===== config.mk =====
export PLATFORM = sky130hd
export DESIGN_NAME = morse_symbol_decoder
export DESIGN_NICKNAME = d
export VERILOG_FILES = /design/src/rtl/morse_pkg.sv /design/src/rtl/morse_lut.sv /design/src/rtl/morse_symbol_decoder.sv
export SDC_FILE = /design/constraint.sdc
export NUM_CORES = 1
export LEC_CHECK = 0
export ABC_AREA = 0
export CORE_ASPECT_RATIO = 1.5
export CORE_MARGIN = 4
export CORE_UTILIZATION = 43
export CTS_BUF_LIST = sky130_fd_sc_hd__clkbuf_16
export DETAILED_ROUTE_END_ITERATION = 6
export PLACE_DENSITY = 0.73
export RECOVER_POWER = 25
export SLEW_MARGIN = 25
export SYNTH_ARGS = -nofsm -noshare
export SYNTH_HDL_FRONTEND = slang
export SYNTH_SLANG_ARGS = --single-unit

===== constraint.sdc =====
create_clock -name clk -period 2.6 [get_ports clk]
set_clock_uncertainty 0.2 [all_clocks]
set_input_delay 0.52 -clock clk [delete_from_list [all_inputs] [get_ports clk]]
set_output_delay 0.52 -clock clk [all_outputs]
set_load 0.01 [all_outputs]

===== src/rtl/morse_pkg.sv =====
// Shared symbol codes, FSM state encoding and ASCII constants for the Morse
// symbol decoder and its pattern lookup table.
package morse_pkg;

  localparam logic [1:0] SYM_NONE = 2'b00;
  localparam logic [1:0] SYM_DOT  = 2'b01;
  localparam logic [1:0] SYM_DASH = 2'b10;
  localparam logic [1:0] SYM_GAP  = 2'b11;

  typedef enum logic [1:0] {
    S_IDLE       = 2'd0,
    S_COLLECT    = 2'd1,
    S_AFTER_CHAR = 2'd2,
    S_OVERFLOW   = 2'd3
  } state_t;

  localparam logic [7:0] ASCII_SPACE = 8'h20;
  localparam logic [7:0] ASCII_QMARK = 8'h3F;

endpackage


===== src/rtl/morse_lut.sv =====
// Combinational International Morse lookup: element i of the pattern sits at
// pat[i] (dash=1, dot=0); unmapped (len,pat) pairs report hit=0.
module morse_lut (
  input  logic [2:0] len,
  input  logic [4:0] pat,
  output logic [7:0] ascii,
  output logic       hit
);
  import morse_pkg::*;

  always_comb begin
    ascii = ASCII_QMARK;
    hit   = 1'b1;
    unique case (len)
      3'd1: case (pat)
        5'd0: ascii = "E";  5'd1: ascii = "T";
        default: hit = 1'b0;
      endcase
      3'd2: case (pat)
        5'd0: ascii = "I";  5'd2: ascii = "A";
        5'd1: ascii = "N";  5'd3: ascii = "M";
        default: hit = 1'b0;
      endcase
      3'd3: case (pat)
        5'd0: ascii = "S";  5'd4: ascii = "U";
        5'd2: ascii = "R";  5'd6: ascii = "W";
        5'd1: ascii = "D";  5'd5: ascii = "K";
        5'd3: ascii = "G";  5'd7: ascii = "O";
        default: hit = 1'b0;
      endcase
      3'd4: case (pat)
        5'd0:  ascii = "H";  5'd8:  ascii = "V";
        5'd4:  ascii = "F";  5'd2:  ascii = "L";
        5'd6:  ascii = "P";  5'd14: ascii = "J";
        5'd1:  ascii = "B";  5'd9:  ascii = "X";
        5'd5:  ascii = "C";  5'd13: ascii = "Y";
        5'd3:  ascii = "Z";  5'd11: ascii = "Q";
        default: hit = 1'b0;
      endcase
      3'd5: case (pat)
        5'd31: ascii = "0";  5'd30: ascii = "1";
        5'd28: ascii = "2";  5'd24: ascii = "3";
        5'd16: ascii = "4";  5'd0:  ascii = "5";
        5'd1:  ascii = "6";  5'd3:  ascii = "7";
        5'd7:  ascii = "8";  5'd15: ascii = "9";
        default: hit = 1'b0;
      endcase
      default: hit = 1'b0;
    endcase
    if (!hit) ascii = ASCII_QMARK;
  end

endmodule


===== src/rtl/morse_symbol_decoder.sv =====
// Collects dot/dash symbols until a gap, translates the pattern to ASCII and
// offers it on a single-entry valid/ready output register.
module morse_symbol_decoder #(
  parameter int         MAX_LEN    = 5,
  parameter logic [7:0] ERR_CHAR   = 8'h3F,
  parameter logic [7:0] SPACE_CHAR = 8'h20
) (
  input  logic       clk,
  input  logic       reset,
  input  logic [1:0] sym_in,
  output logic [7:0] char_data,
  output logic       char_valid,
  input  logic       char_ready,
  output logic       busy,
  output logic       overrun
);
  import morse_pkg::*;

  state_t     state_q, state_d;
  logic [2:0] count_q, count_d;
  logic [4:0] pat_q, pat_d;
  logic [7:0] data_q;
  logic       valid_q, busy_q, overrun_q;

  logic       emit;
  logic [7:0] emit_char;
  logic [7:0] lut_ascii;
  logic       lut_hit;
  logic       elem;

  morse_lut u_lut (
    .len   (count_q),
    .pat   (pat_q),
    .ascii (lut_ascii),
    .hit   (lut_hit)
  );

  assign elem = (sym_in == SYM_DASH);

  always_comb begin
    state_d   = state_q;
    count_d   = count_q;
    pat_d     = pat_q;
    emit      = 1'b0;
    emit_char = ERR_CHAR;
    unique case (sym_in)
      SYM_DOT, SYM_DASH: begin
        unique case (state_q)
          S_IDLE, S_AFTER_CHAR: begin
            pat_d    = {4'b0, elem};
            count_d  = 3'd1;
            state_d  = S_COLLECT;
          end
          S_COLLECT: begin
            if (count_q < 3'(MAX_LEN)) begin
              pat_d[count_q] = elem;
              count_d        = count_q + 3'd1;
            end else begin
              state_d = S_OVERFLOW;
            end
          end
          default: ;
        endcase
      end
      SYM_GAP: begin
        unique case (state_q)
          S_COLLECT, S_OVERFLOW: begin
            emit      = 1'b1;
            emit_char = (state_q == S_COLLECT && lut_hit) ? lut_ascii : ERR_CHAR;
            count_d   = 3'd0;
            pat_d     = 5'd0;
            state_d   = S_AFTER_CHAR;
          end
          S_AFTER_CHAR: begin
            emit      = 1'b1;
            emit_char = SPACE_CHAR;
            state_d   = S_IDLE;
          end
          default: ;
        endcase
      end
      default: ;
    endcase
  end

  // Stage boundary: state, pattern buffer and single-entry output register
  always_ff @(posedge clk) begin
    if (reset) begin
      state_q   <= S_IDLE;
      count_q   <= 3'd0;
      pat_q     <= 5'd0;
      busy_q    <= 1'b0;
      valid_q   <= 1'b0;
      data_q    <= 8'h00;
      overrun_q <= 1'b0;
    end else begin
      state_q <= state_d;
      count_q <= count_d;
      pat_q   <= pat_d;
      busy_q  <= (state_d == S_COLLECT) || (state_d == S_OVERFLOW);
      // A handshake on the same edge frees the slot for the new character.
      if (emit && (!valid_q || char_ready)) begin
        valid_q <= 1'b1;
        data_q  <= emit_char;
      end else begin
        if (emit) overrun_q <= 1'b1;
        if (valid_q && char_ready) valid_q <= 1'b0;
      end
    end
  end

  assign char_data  = data_q;
  assign char_valid = valid_q;
  assign busy       = busy_q;
  assign overrun    = overrun_q;

endmodule


==> flow_results.xml, run 1 <==
<?xml version="1.0" encoding="UTF-8"?>
<metrics>
  <group name="critical_path">
    <metric name="crit_arrival" unit="ps">2430</metric>
    <metric name="cp-end-kind" unit="">flop</metric>
    <metric name="cpMaxStageDelayCell" unit="">or4_1</metric>
    <metric name="timing.setup.critical_path_class" unit="">flop to flop</metric>
    <metric name="reg2regPathDepth" unit="">8</metric>
    <metric name="worstSetupPathDepth" unit="">8</metric>
    <metric name="timing.critical_path.cells" unit="">inv_1, ha_1, nand2_1, a2111oi_4, o311a_1, a41oi_1, or4_1, a32o_1</metric>
    <metric name="startpoint_type" unit="">flop</metric>
    <metric name="critical_path_buffer_and_inverter_count" unit="">1</metric>
    <metric name="timing.critical_path.max_delay_family" unit="">compound AO/OA/AOI/OAI gates</metric>
    <metric name="crit_start" unit="">count_q[1]</metric>
    <metric name="worst_reg2reg_startpoint" unit="">count_q[1]</metric>
    <metric name="crit_required" unit="ps">2550</metric>
    <metric name="max_stage_delay" unit="ps">580</metric>
    <metric name="worstPathMaxFanout" unit="">4</metric>
  </group>
  <group name="sta">
    <metric name="hold_slack" unit="ps">275</metric>
    <metric name="fin_tns_setup" unit="ps">0</metric>
    <metric name="fin_worst_setup_slack" unit="ps">117</metric>
    <metric name="max_freq" unit="MHz">403</metric>
    <metric name="setup_viol_count_final" unit="">0</metric>
    <metric name="setup_repair_after_global_routing_missed_its_margin" unit="">false</metric>
    <metric name="timing_worst_slew_pin_value" unit="ps">594</metric>
    <metric name="slew-limit-headroom" unit="%">59.9</metric>
    <metric name="timing.final.crit_period" unit="ps">2480</metric>
    <metric name="final.period_utilization" unit="%">95.5</metric>
    <metric name="timing.final.max_slew_violations" unit="">0</metric>
    <metric name="hold_violations_final" unit="">0</metric>
  </group>
  <group name="placed_design">
    <metric name="place_hpwl" unit="µm">3300</metric>
    <metric name="globalplace.congestion" unit="">0.969</metric>
    <metric name="numPlacedInstances" unit="">289</metric>
    <metric name="port_buffers" unit="">14</metric>
    <metric name="pre_cts_slack" unit="ps">15.9</metric>
  </group>
  <group name="finish">
    <metric name="antenna_cells_inserted" unit="">0</metric>
    <metric name="regArea" unit="µm²">380</metric>
    <metric name="footprint_of_the_multi_input_gates" unit="µm²">1120</metric>
    <metric name="nFillCells" unit="">340</metric>
    <metric name="layout.nets" unit="">264</metric>
    <metric name="post_layout_nonfiller_instances" unit="">293</metric>
    <metric name="post_route_cells_drive_above_1_share" unit="%">14.0</metric>
    <metric name="synthToLayoutAreaGrowth" unit="%">23.7</metric>
  </group>
  <group name="yosys">
    <metric name="synth_warnings" unit="">0</metric>
    <metric name="postSynthAreaPerCell" unit="µm²">7.18</metric>
    <metric name="flops_latches_synth" unit="">19</metric>
    <metric name="synth_area" unit="µm²">1620</metric>
    <metric name="syn_inst" unit="">225</metric>
    <metric name="post_synth_num_cell_types" unit="">50</metric>
    <metric name="postSynth.topFlopCell" unit="">dfxtp_1</metric>
    <metric name="synth-edff-count" unit="">0</metric>
    <metric name="synth_sequential_area_ratio" unit="%">23.5</metric>
    <metric name="synth_fp_nets" unit="">238</metric>
    <metric name="async_flop_share" unit="%">0</metric>
  </group>
  <group name="floorplan">
    <metric name="core_area" unit="µm²">3650</metric>
    <metric name="fp.dieH" unit="µm">83.1</metric>
    <metric name="initial_core_util" unit="%">44.3</metric>
    <metric name="floorplan.rows" unit="">27</metric>
    <metric name="top_level_ports" unit="">16</metric>
    <metric name="die_width" unit="µm">58.0</metric>
    <metric name="floorplan.die_area" unit="µm²">4820</metric>
  </group>
  <group name="route">
    <metric name="dr.first_iter.drc_count" unit="">67</metric>
    <metric name="antenna_left" unit="">0</metric>
    <metric name="route.vias.total" unit="">1744</metric>
    <metric name="wirelength" unit="µm">4230</metric>
    <metric name="detail_route.first_pass.iterations" unit="">4</metric>
    <metric name="drc_violation_count_after_routing" unit="">0</metric>
    <metric name="wire_per_inst" unit="µm">14.4</metric>
    <metric name="detail_route.vias_per_cell" unit="">5.95</metric>
  </group>
  <group name="global_route">
    <metric name="grt_antenna_before_repair" unit="">0</metric>
    <metric name="global_route_wire_length_before_repair" unit="µm">7640</metric>
    <metric name="gr-usage-all-layers" unit="%">19.3</metric>
    <metric name="grt_start_max_net_pins" unit="">21</metric>
    <metric name="first_global_vias" unit="">1764</metric>
    <metric name="grt_overflow" unit="">0</metric>
  </group>
  <group name="hold_path">
    <metric name="min-delay-start" unit="">overrun</metric>
    <metric name="hold_path_class" unit="">flop to flop</metric>
    <metric name="timing.hold.worst_path_depth" unit="">2</metric>
  </group>
  <group name="clock_tree">
    <metric name="ctsLongestPathBuffers" unit="">2</metric>
    <metric name="clock-sinks" unit="">19</metric>
    <metric name="cts_tree" unit="">done</metric>
    <metric name="post_cts_setup_bufs" unit="">0</metric>
    <metric name="worst_skew_pair.late_latency" unit="ps">250</metric>
    <metric name="cts-htree-levels" unit="">1</metric>
    <metric name="numCtsBuffers" unit="">3</metric>
    <metric name="cts.clk_slew.worst_paths" unit="ps">60</metric>
    <metric name="cts_root_buf" unit="">clkbuf_16</metric>
  </group>
  <group name="outcome">
    <metric name="status" unit="">complete, no violations</metric>
  </group>
  <group name="job">
    <metric name="drv_cap" unit="">0</metric>
  </group>
  <group name="power">
    <metric name="power_leakage" unit="nW">0.809</metric>
    <metric name="peakVddDrop" unit="mV">0.433</metric>
    <metric name="finalPower" unit="µW">755</metric>
    <metric name="powerDensity" unit="nW/µm²">378</metric>
  </group>
</metrics>
## registers in the layout, indices dropped and copies added (netlist names), named ones only
register and flops:
overrun 1, char_data 7, state_q 1, pat_q 5, char_valid 1, count_q 3
## through the flow
stage	area [µm²]	util, %
floorplan	1620	-
global placement	1910	52.4
detailed placement	1910	52.4
CTS	1990	54.6
global route	2000	54.8
finish	2000	54.8
## worst register-to-register path: stages, from the launching register on
cell       delay, ps
dfxtp_1          340
inv_1            120
ha_1             210
nand2_1          120
a2111oi_4        290
o311a_1          230
a41oi_1           70
or4_1            580
a32o_1           220
## cell usage in the layout (no fill, tap or decap), types with 2 or more instances in the layout
| master | count |
|---|---|
| o211ai_1 | 2 |
| nand2b_1 | 6 |
| o21a_1 | 2 |
| a31oi_1 | 2 |
| dlygate4sd3_1 | 4 |
| nand2_1 | 21 |
| clkdlybuf4s50_1 | 10 |
| nor2b_1 | 9 |
| clkbuf_16 | 3 |
| ha_1 | 8 |
| a32o_1 | 2 |
| buf_4 | 24 |
| o31ai_1 | 3 |
| xnor2_1 | 2 |
| nor2_1 | 24 |
| mux2i_1 | 3 |
| a21oi_1 | 20 |
| inv_1 | 9 |
| nor3_1 | 9 |
| o21ai_0 | 24 |
| dfxtp_1 | 19 |
| a211oi_1 | 5 |
| nand3_1 | 6 |
| a221oi_1 | 4 |
## final timing paths
path	slack [ps]	endpoint
worst max-delay path	120	char_data[4]
worst min-delay path	280	overrun
worst max register to register	120	char_data[4]
worst min register to register	280	overrun
## layout make-up
cell class,count,area share (%)
clock buffers,3,3.76
clock inverters,1,0.250
inverters,10,1.88
multi-input cells,178,56.2
flip-flops and latches,19,19.0
well taps,43,2.69
repair buffers,39,16.2
## power breakdown
part	switching (mW)	internal, mW
combinational	0.0688	0.0591
sequential	0.00858	0.300
clock	0.113	0.206
## cells by family after synthesis
family                     synth area share [%]
muxes                                      2.56
DFF                                        23.5
other                                     0.232
buffers and inverters                      7.59
xor gates and xnor gates                   2.09
adders and majority gates                  6.20
and+or+nand+nor                            26.4
AOI/OAI and AO/OA                          31.4
## cell usage after synthesis (2+ instances only)
master | instances | area [µm²]
mux2i_1 | 3 | 30.0
o21ai_0 | 24 | 120
a32o_1 | 2 | 20.0
xnor2_1 | 2 | 17.5
a31oi_1 | 2 | 12.5
nand3_1 | 6 | 30.0
a21oi_1 | 20 | 100
a211oi_1 | 5 | 37.5
o21a_1 | 2 | 15.0
buf_2 | 5 | 25.0
nor2_1 | 24 | 90.1
ha_1 | 8 | 100
o31ai_1 | 4 | 30.0
a221oi_1 | 4 | 35.0
nand2b_1 | 6 | 37.5
inv_1 | 10 | 37.5
clkbuf_1 | 8 | 30.0
nor2b_1 | 9 | 56.3
dfxtp_1 | 19 | 380
nand2_1 | 21 | 78.8
nor3_1 | 9 | 45.0
o211ai_1 | 2 | 15.0
buf_1 | 3 | 11.3
## layer usage
| layer | GRT usage (%) | up-vias | wire length (µm) |
|---|---|---|---|
| li1 | - | 863 | - |
| met1 | 21.3 | 825 | 1680 |
| met2 | 34.5 | 43 | 2300 |
| met3 | 2.49 | 13 | 114 |
| met4 | 10.3 | 0 | 137 |
| met5 | 0 | - | 0 |
## timing repair
| item | CTS | global route |
|---|---|---|
| setup endpoints to repair | 0 | 1 |
| gates resized for setup | 0 | 3 |
| hold buffers | 0 | 0 |
No activity file was read; power rests on OpenSTA's default activity.
==> run 2, diff against run 1 <==
- CORE_UTILIZATION: 43 -> 45
- CTS_CLUSTER_DIAMETER: not set -> 40
- MAX_ROUTING_LAYER: not set -> met4
- PLACE_DENSITY: 0.73 -> 0.76
==> flow_results.xml, run 2 (synthesis gave the netlist of run 1 again) <==
<?xml version="1.0" encoding="UTF-8"?>
<metrics>
  <group name="outcome">
    <metric name="status" unit="">complete, no violations</metric>
  </group>
  <group name="clock_tree">
    <metric name="cts_tree" unit="">done</metric>
    <metric name="numCtsBuffers" unit="">3</metric>
    <metric name="ctsLongestPathBuffers" unit="">2</metric>
    <metric name="clock-sinks" unit="">19</metric>
    <metric name="worst_skew_pair.late_latency" unit="ps">250</metric>
    <metric name="cts-htree-levels" unit="">1</metric>
    <metric name="cts.clk_slew.worst_paths" unit="ps">50</metric>
    <metric name="cts_root_buf" unit="">clkbuf_16</metric>
  </group>
  <group name="critical_path">
    <metric name="crit_arrival" unit="ps">2390</metric>
    <metric name="timing.critical_path.cells" unit="">inv_1, ha_2, nand2_1, a2111oi_4, o311a_1, a41oi_1, or4_1, a32o_1</metric>
    <metric name="cp-end-kind" unit="">flop</metric>
    <metric name="crit_required" unit="ps">2540</metric>
    <metric name="worstPathMaxFanout" unit="">4</metric>
    <metric name="startpoint_type" unit="">flop</metric>
    <metric name="timing.setup.critical_path_class" unit="">flop to flop</metric>
    <metric name="cpMaxStageDelayCell" unit="">or4_1</metric>
    <metric name="max_stage_delay" unit="ps">570</metric>
  </group>
  <group name="finish">
    <metric name="layout.nets" unit="">265</metric>
    <metric name="antenna_cells_inserted" unit="">0</metric>
    <metric name="stdcell_area" unit="µm²">2000</metric>
    <metric name="post_layout_nonfiller_instances" unit="">293</metric>
    <metric name="final_common_cell" unit="">buf_4</metric>
    <metric name="post_route_cells_drive_above_1_share" unit="%">13.9</metric>
    <metric name="final_cell_mix" unit="">buf_4, nor2_1, o21ai_0, nand2_1, a21oi_1</metric>
    <metric name="largest_register_ffs" unit="">7</metric>
    <metric name="synthToLayoutAreaGrowth" unit="%">23.9</metric>
    <metric name="layout.core_utilization" unit="%">58.1</metric>
  </group>
  <group name="placed_design">
    <metric name="postPlaceCellArea" unit="µm²">1910</metric>
    <metric name="port_buffers" unit="">14</metric>
    <metric name="globalplace.congestion" unit="">0.954</metric>
    <metric name="numPlacedInstances" unit="">288</metric>
    <metric name="place_hpwl" unit="µm">3170</metric>
  </group>
  <group name="route">
    <metric name="wire_per_inst" unit="µm">14.2</metric>
    <metric name="drc_violation_count_after_routing" unit="">0</metric>
    <metric name="antenna_left" unit="">0</metric>
    <metric name="wirelength" unit="µm">4160</metric>
    <metric name="route.vias.total" unit="">1731</metric>
    <metric name="detail_route.vias_per_cell" unit="">5.91</metric>
    <metric name="dr.first_iter.drc_count" unit="">82</metric>
    <metric name="detail_route.first_pass.iterations" unit="">4</metric>
  </group>
  <group name="power">
    <metric name="powerDensity" unit="nW/µm²">376</metric>
    <metric name="finalPower" unit="µW">753</metric>
    <metric name="peakVddDrop" unit="mV">0.486</metric>
    <metric name="power_leakage" unit="nW">0.806</metric>
  </group>
  <group name="global_route">
    <metric name="grt_antenna_before_repair" unit="">0</metric>
    <metric name="global_route.usage.met3" unit="%">2.38</metric>
    <metric name="grt_overflow" unit="">0</metric>
    <metric name="grtUsageMet2" unit="%">31.9</metric>
    <metric name="met1_usage" unit="%">20.8</metric>
    <metric name="grt_start_max_net_pins" unit="">24</metric>
    <metric name="grt.busiest_layer" unit="">met2</metric>
    <metric name="first_global_vias" unit="">1617</metric>
    <metric name="global_route_wire_length_before_repair" unit="µm">6940</metric>
    <metric name="gr-usage-all-layers" unit="%">18.9</metric>
  </group>
  <group name="floorplan">
    <metric name="die_width" unit="µm">56.9</metric>
    <metric name="floorplan.die_area" unit="µm²">4630</metric>
    <metric name="initial_core_util" unit="%">46.8</metric>
    <metric name="floorplan.rows" unit="">26</metric>
    <metric name="top_level_ports" unit="">16</metric>
    <metric name="fp.dieH" unit="µm">81.4</metric>
    <metric name="core_area" unit="µm²">3450</metric>
  </group>
  <group name="sta">
    <metric name="hold_violations_final" unit="">0</metric>
    <metric name="timing.final.crit_period" unit="ps">2450</metric>
    <metric name="setup_repair_after_global_routing_missed_its_margin" unit="">false</metric>
    <metric name="max_freq" unit="MHz">408</metric>
    <metric name="final.period_utilization" unit="%">94.3</metric>
    <metric name="setup_viol_count_final" unit="">0</metric>
    <metric name="timing.final.max_slew_violations" unit="">0</metric>
    <metric name="fin_tns_setup" unit="ps">0</metric>
  </group>
  <group name="hold_path">
    <metric name="hold_path_class" unit="">flop to flop</metric>
  </group>
  <group name="job">
    <metric name="drv_cap" unit="">0</metric>
  </group>
</metrics>
==> run 2: path summary, 6_finish.rpt <==
| path | start | endpoint | slack (ps) | depth (start not counted) |
|---|---|---|---|---|
| setup / recovery | count_q[1] | char_data[4] | 150 | 8 |
| hold / removal | overrun | overrun | 280 | 2 |
| setup reg to reg | count_q[1] | char_data[4] | 150 | 8 |
| hold reg to reg | overrun | overrun | 280 | 2 |
==> run 2: through the flow <==
stage          hold WS [ps]  setup slack [ps]
6_report                283               147
5_1_grt                 325              9.30
4_1_cts                 284              80.6
3_5_place_dp            270              31.5
3_3_place_gp            261              63.0
2_1_floorplan           304               129
==> run 2: routing by layer <==
metal	vias to the layer above	share of wire, %
li1	861	-
met1	786	40
met2	61	50
met3	23	4.8
met4	0	5.3
met5	-	0
==> run 2: area by class of cell <==
cell class                 instances  area (µm²)
timing repair buffer              40         332
inverter                          10        37.5
clock inverter                     1        5.00
fill                             335        1450
clock buffer                       3        75.1
sequential                        19         380
multi-input combinational        178        1120
tap                               42        52.6
==> run 2: worst max-delay path, delay by kind of cell, from the launching register on <==
kind	cells	cell delay [ps]
compound gates	4	800
buf+inv	1	120
simple gates	2	670
flops	1	340
fa+ha+maj	1	210
==> run 2: timing repair <==
| action | CTS | global route |
|---|---|---|
| endpoints found under the setup margin | 0 | 1 |
| resized for setup | 0 | 2 |
| hold buffers | 0 | 0 |
| setup buffers | 0 | 1 |
==> run 2: power breakdown <==
group          total [mW]  internal [mW]  switching (mW)
clock network       0.315          0.206           0.109
registers           0.308          0.300         0.00766
logic               0.131         0.0615          0.0693
==> run 3, diff against run 2 <==
- SETUP_SLACK_MARGIN: not set -> 0.2
- SKIP_LAST_GASP: not set -> 1
==> flow_results.xml, run 3 (synthesis gave the netlist of run 1 again) <==
<?xml version="1.0" encoding="UTF-8"?>
<metrics>
  <group name="sta">
    <metric name="timing.final.max_slew_violations" unit="">0</metric>
    <metric name="fin_tns_setup" unit="ps">0</metric>
    <metric name="timing.final.crit_period" unit="ps">2410</metric>
    <metric name="timing_worst_slew_pin_value" unit="ps">498</metric>
    <metric name="fin_worst_setup_slack" unit="ps">188</metric>
    <metric name="final.period_utilization" unit="%">92.8</metric>
    <metric name="setup_viol_count_final" unit="">0</metric>
    <metric name="hold_violations_final" unit="">0</metric>
    <metric name="setup_repair_after_global_routing_missed_its_margin" unit="">false</metric>
    <metric name="max_freq" unit="MHz">415</metric>
    <metric name="slew-limit-headroom" unit="%">66.4</metric>
  </group>
  <group name="clock_tree">
    <metric name="clock-sinks" unit="">19</metric>
    <metric name="cts_root_buf" unit="">clkbuf_16</metric>
    <metric name="worst_skew_pair.late_latency" unit="ps">250</metric>
    <metric name="cts.clk_slew.worst_paths" unit="ps">60</metric>
    <metric name="numCtsBuffers" unit="">3</metric>
    <metric name="ctsLongestPathBuffers" unit="">2</metric>
    <metric name="cts_tree" unit="">done</metric>
    <metric name="holdBufCountCts" unit="">0</metric>
    <metric name="cts-htree-levels" unit="">1</metric>
  </group>
  <group name="critical_path">
    <metric name="worstSetupPathDepth" unit="">9</metric>
    <metric name="timing.critical_path.cells" unit="">inv_2, buf_4, ha_2, nor2b_4, a2111o_1, o311a_1, a41oi_2, or4_1, a32o_1</metric>
    <metric name="crit_required" unit="ps">2550</metric>
    <metric name="cp-end-kind" unit="">flop</metric>
    <metric name="timing.critical_path.max_delay_family" unit="">simple AND/OR/NAND/NOR gates</metric>
    <metric name="reg2regPathDepth" unit="">9</metric>
    <metric name="critical_path_buffer_and_inverter_count" unit="">2</metric>
    <metric name="endpoint" unit="">char_data[4]</metric>
    <metric name="crit_start" unit="">count_q[0]</metric>
    <metric name="crit_arrival" unit="ps">2360</metric>
    <metric name="startpoint_type" unit="">flop</metric>
    <metric name="worstPathMaxFanout" unit="">4</metric>
    <metric name="regToRegEndpoint" unit="">char_data[4]</metric>
    <metric name="timing.setup.critical_path_class" unit="">flop to flop</metric>
    <metric name="reg2reg_setup_slack" unit="ps">190</metric>
    <metric name="worst_reg2reg_startpoint" unit="">count_q[0]</metric>
    <metric name="max_stage_delay" unit="ps">510</metric>
    <metric name="cpMaxStageDelayCell" unit="">or4_1</metric>
  </group>
  <group name="power">
    <metric name="powerDensity" unit="nW/µm²">368</metric>
    <metric name="clockPowerShare" unit="%">41.7</metric>
    <metric name="finalPower" unit="µW">774</metric>
    <metric name="power_leakage" unit="nW">0.847</metric>
    <metric name="power_switching_share" unit="%">26.1</metric>
    <metric name="share_seq_of_total_power" unit="%">39.9</metric>
    <metric name="peakVddDrop" unit="mV">0.341</metric>
    <metric name="power.internal" unit="µW">573</metric>
    <metric name="combPwrFrac" unit="%">18.4</metric>
    <metric name="power.net_switching" unit="µW">202</metric>
  </group>
  <group name="job">
    <metric name="drv_cap" unit="">0</metric>
  </group>
  <group name="route">
    <metric name="dr.first_iter.drc_count" unit="">72</metric>
    <metric name="antenna_left" unit="">0</metric>
    <metric name="detail_route.first_pass.iterations" unit="">4</metric>
    <metric name="dr.max_layer_used" unit="">met4</metric>
    <metric name="route.met3.wl" unit="µm">208</metric>
    <metric name="detail_route.vias_per_cell" unit="">6.16</metric>
    <metric name="wire_per_inst" unit="µm">15.9</metric>
    <metric name="wl_met1" unit="µm">1800</metric>
    <metric name="wirelength" unit="µm">4720</metric>
    <metric name="met2_length" unit="µm">2450</metric>
    <metric name="drc_violation_count_after_routing" unit="">0</metric>
    <metric name="route.vias.total" unit="">1830</metric>
  </group>
  <group name="placed_design">
    <metric name="pre_cts_slack" unit="ps">-32.6</metric>
    <metric name="place_hpwl" unit="µm">3340</metric>
    <metric name="port_buffers" unit="">14</metric>
    <metric name="globalplace.congestion" unit="">0.884</metric>
    <metric name="numPlacedInstances" unit="">292</metric>
    <metric name="postPlaceCellArea" unit="µm²">1950</metric>
  </group>
  <group name="finish">
    <metric name="stdcell_area" unit="µm²">2100</metric>
    <metric name="largest_register_ffs" unit="">7</metric>
    <metric name="nFillCells" unit="">328</metric>
    <metric name="post_layout_nonfiller_instances" unit="">297</metric>
    <metric name="final_common_cell" unit="">buf_4</metric>
    <metric name="final_cell_mix" unit="">buf_4, nor2_1, o21ai_0, nand2_1, a21oi_1</metric>
    <metric name="footprint_of_the_multi_input_gates" unit="µm²">1180</metric>
    <metric name="post_route_cells_drive_above_1_share" unit="%">20.8</metric>
    <metric name="regArea" unit="µm²">387</metric>
    <metric name="antenna_cells_inserted" unit="">0</metric>
    <metric name="synthToLayoutAreaGrowth" unit="%">30.3</metric>
    <metric name="layout.nets" unit="">269</metric>
  </group>
  <group name="global_route">
    <metric name="grt_start_max_net_pins" unit="">20</metric>
    <metric name="global_route_wire_length_before_repair" unit="µm">7890</metric>
    <metric name="first_global_vias" unit="">1770</metric>
    <metric name="gr-usage-all-layers" unit="%">21.7</metric>
    <metric name="grt_antenna_before_repair" unit="">0</metric>
    <metric name="grt_overflow" unit="">0</metric>
  </group>
  <group name="floorplan">
    <metric name="fp.dieH" unit="µm">81.4</metric>
    <metric name="top_level_ports" unit="">16</metric>
    <metric name="floorplan.rows" unit="">26</metric>
    <metric name="floorplan.die_area" unit="µm²">4630</metric>
    <metric name="die_width" unit="µm">56.9</metric>
    <metric name="core_area" unit="µm²">3450</metric>
    <metric name="initial_core_util" unit="%">46.8</metric>
  </group>
  <group name="hold_path">
    <metric name="min-delay-start" unit="">overrun</metric>
    <metric name="hold_path_class" unit="">flop to flop</metric>
  </group>
  <group name="outcome">
    <metric name="status" unit="">complete, no violations</metric>
  </group>
</metrics>
-- run 3: cell type report --
cell class | count | area share [%]
repair buffers | 44 | 17.7
multi-input cells | 178 | 55.9
flip-flops and latches | 19 | 18.4
inverters | 10 | 1.78
clock buffers | 3 | 3.57
clock inverters | 1 | 0.238
well taps | 42 | 2.50
-- run 3: power groups by stage --
stage                     clock, mW  combinational, mW  sequential, mW
after floorplan                   0             0.0758           0.317
after CTS                     0.326              0.132           0.309
after detailed placement          0              0.130           0.315
after global placement            0              0.129           0.314
after global routing          0.337              0.156           0.310
final                         0.323              0.142           0.309
-- run 3: routing by layer --
layer / up-vias / GRT usage [%]
met2: 78 / 39.5
met5: - / -
met1: 846 / 22.6
met4: 0 / 11.8
li1: 876 / -
met3: 30 / 2.38
-- run 3: what timing repair did --
item,4_1_cts,5_1_grt
pin swaps,1,4
setup endpoints to repair,3,12
buffers inserted,0,1
gates resized for setup,3,19
-- run 3: worst min path at each step --
stage	end	slack [ps]	cells past startpoint
after global placement	overrun	280	2
final	overrun	290	2
after floorplan	overrun	300	2
after CTS	pat_q[3]	300	2
after global routing	char_data[4]	310	1
after detailed placement	overrun	280	2
-- run 3: through the flow --
stage | util, % | hold slack [ps]
after floorplan | - | 304
after global placement | 56.5 | 277
after detailed placement | 56.5 | 280
after CTS | 59.0 | 297
after global routing | 61.0 | 313
final | 61.0 | 289
-- run 3: worst reg2reg max path, cell delays in order (launching register included) --
cell      delay (ps)
dfxtp_4          360
inv_2             80
buf_4            120
ha_2             220
nor2b_4          190
a2111o_1         140
o311a_1          220
a41oi_2           50
or4_1            510
a32o_1           210
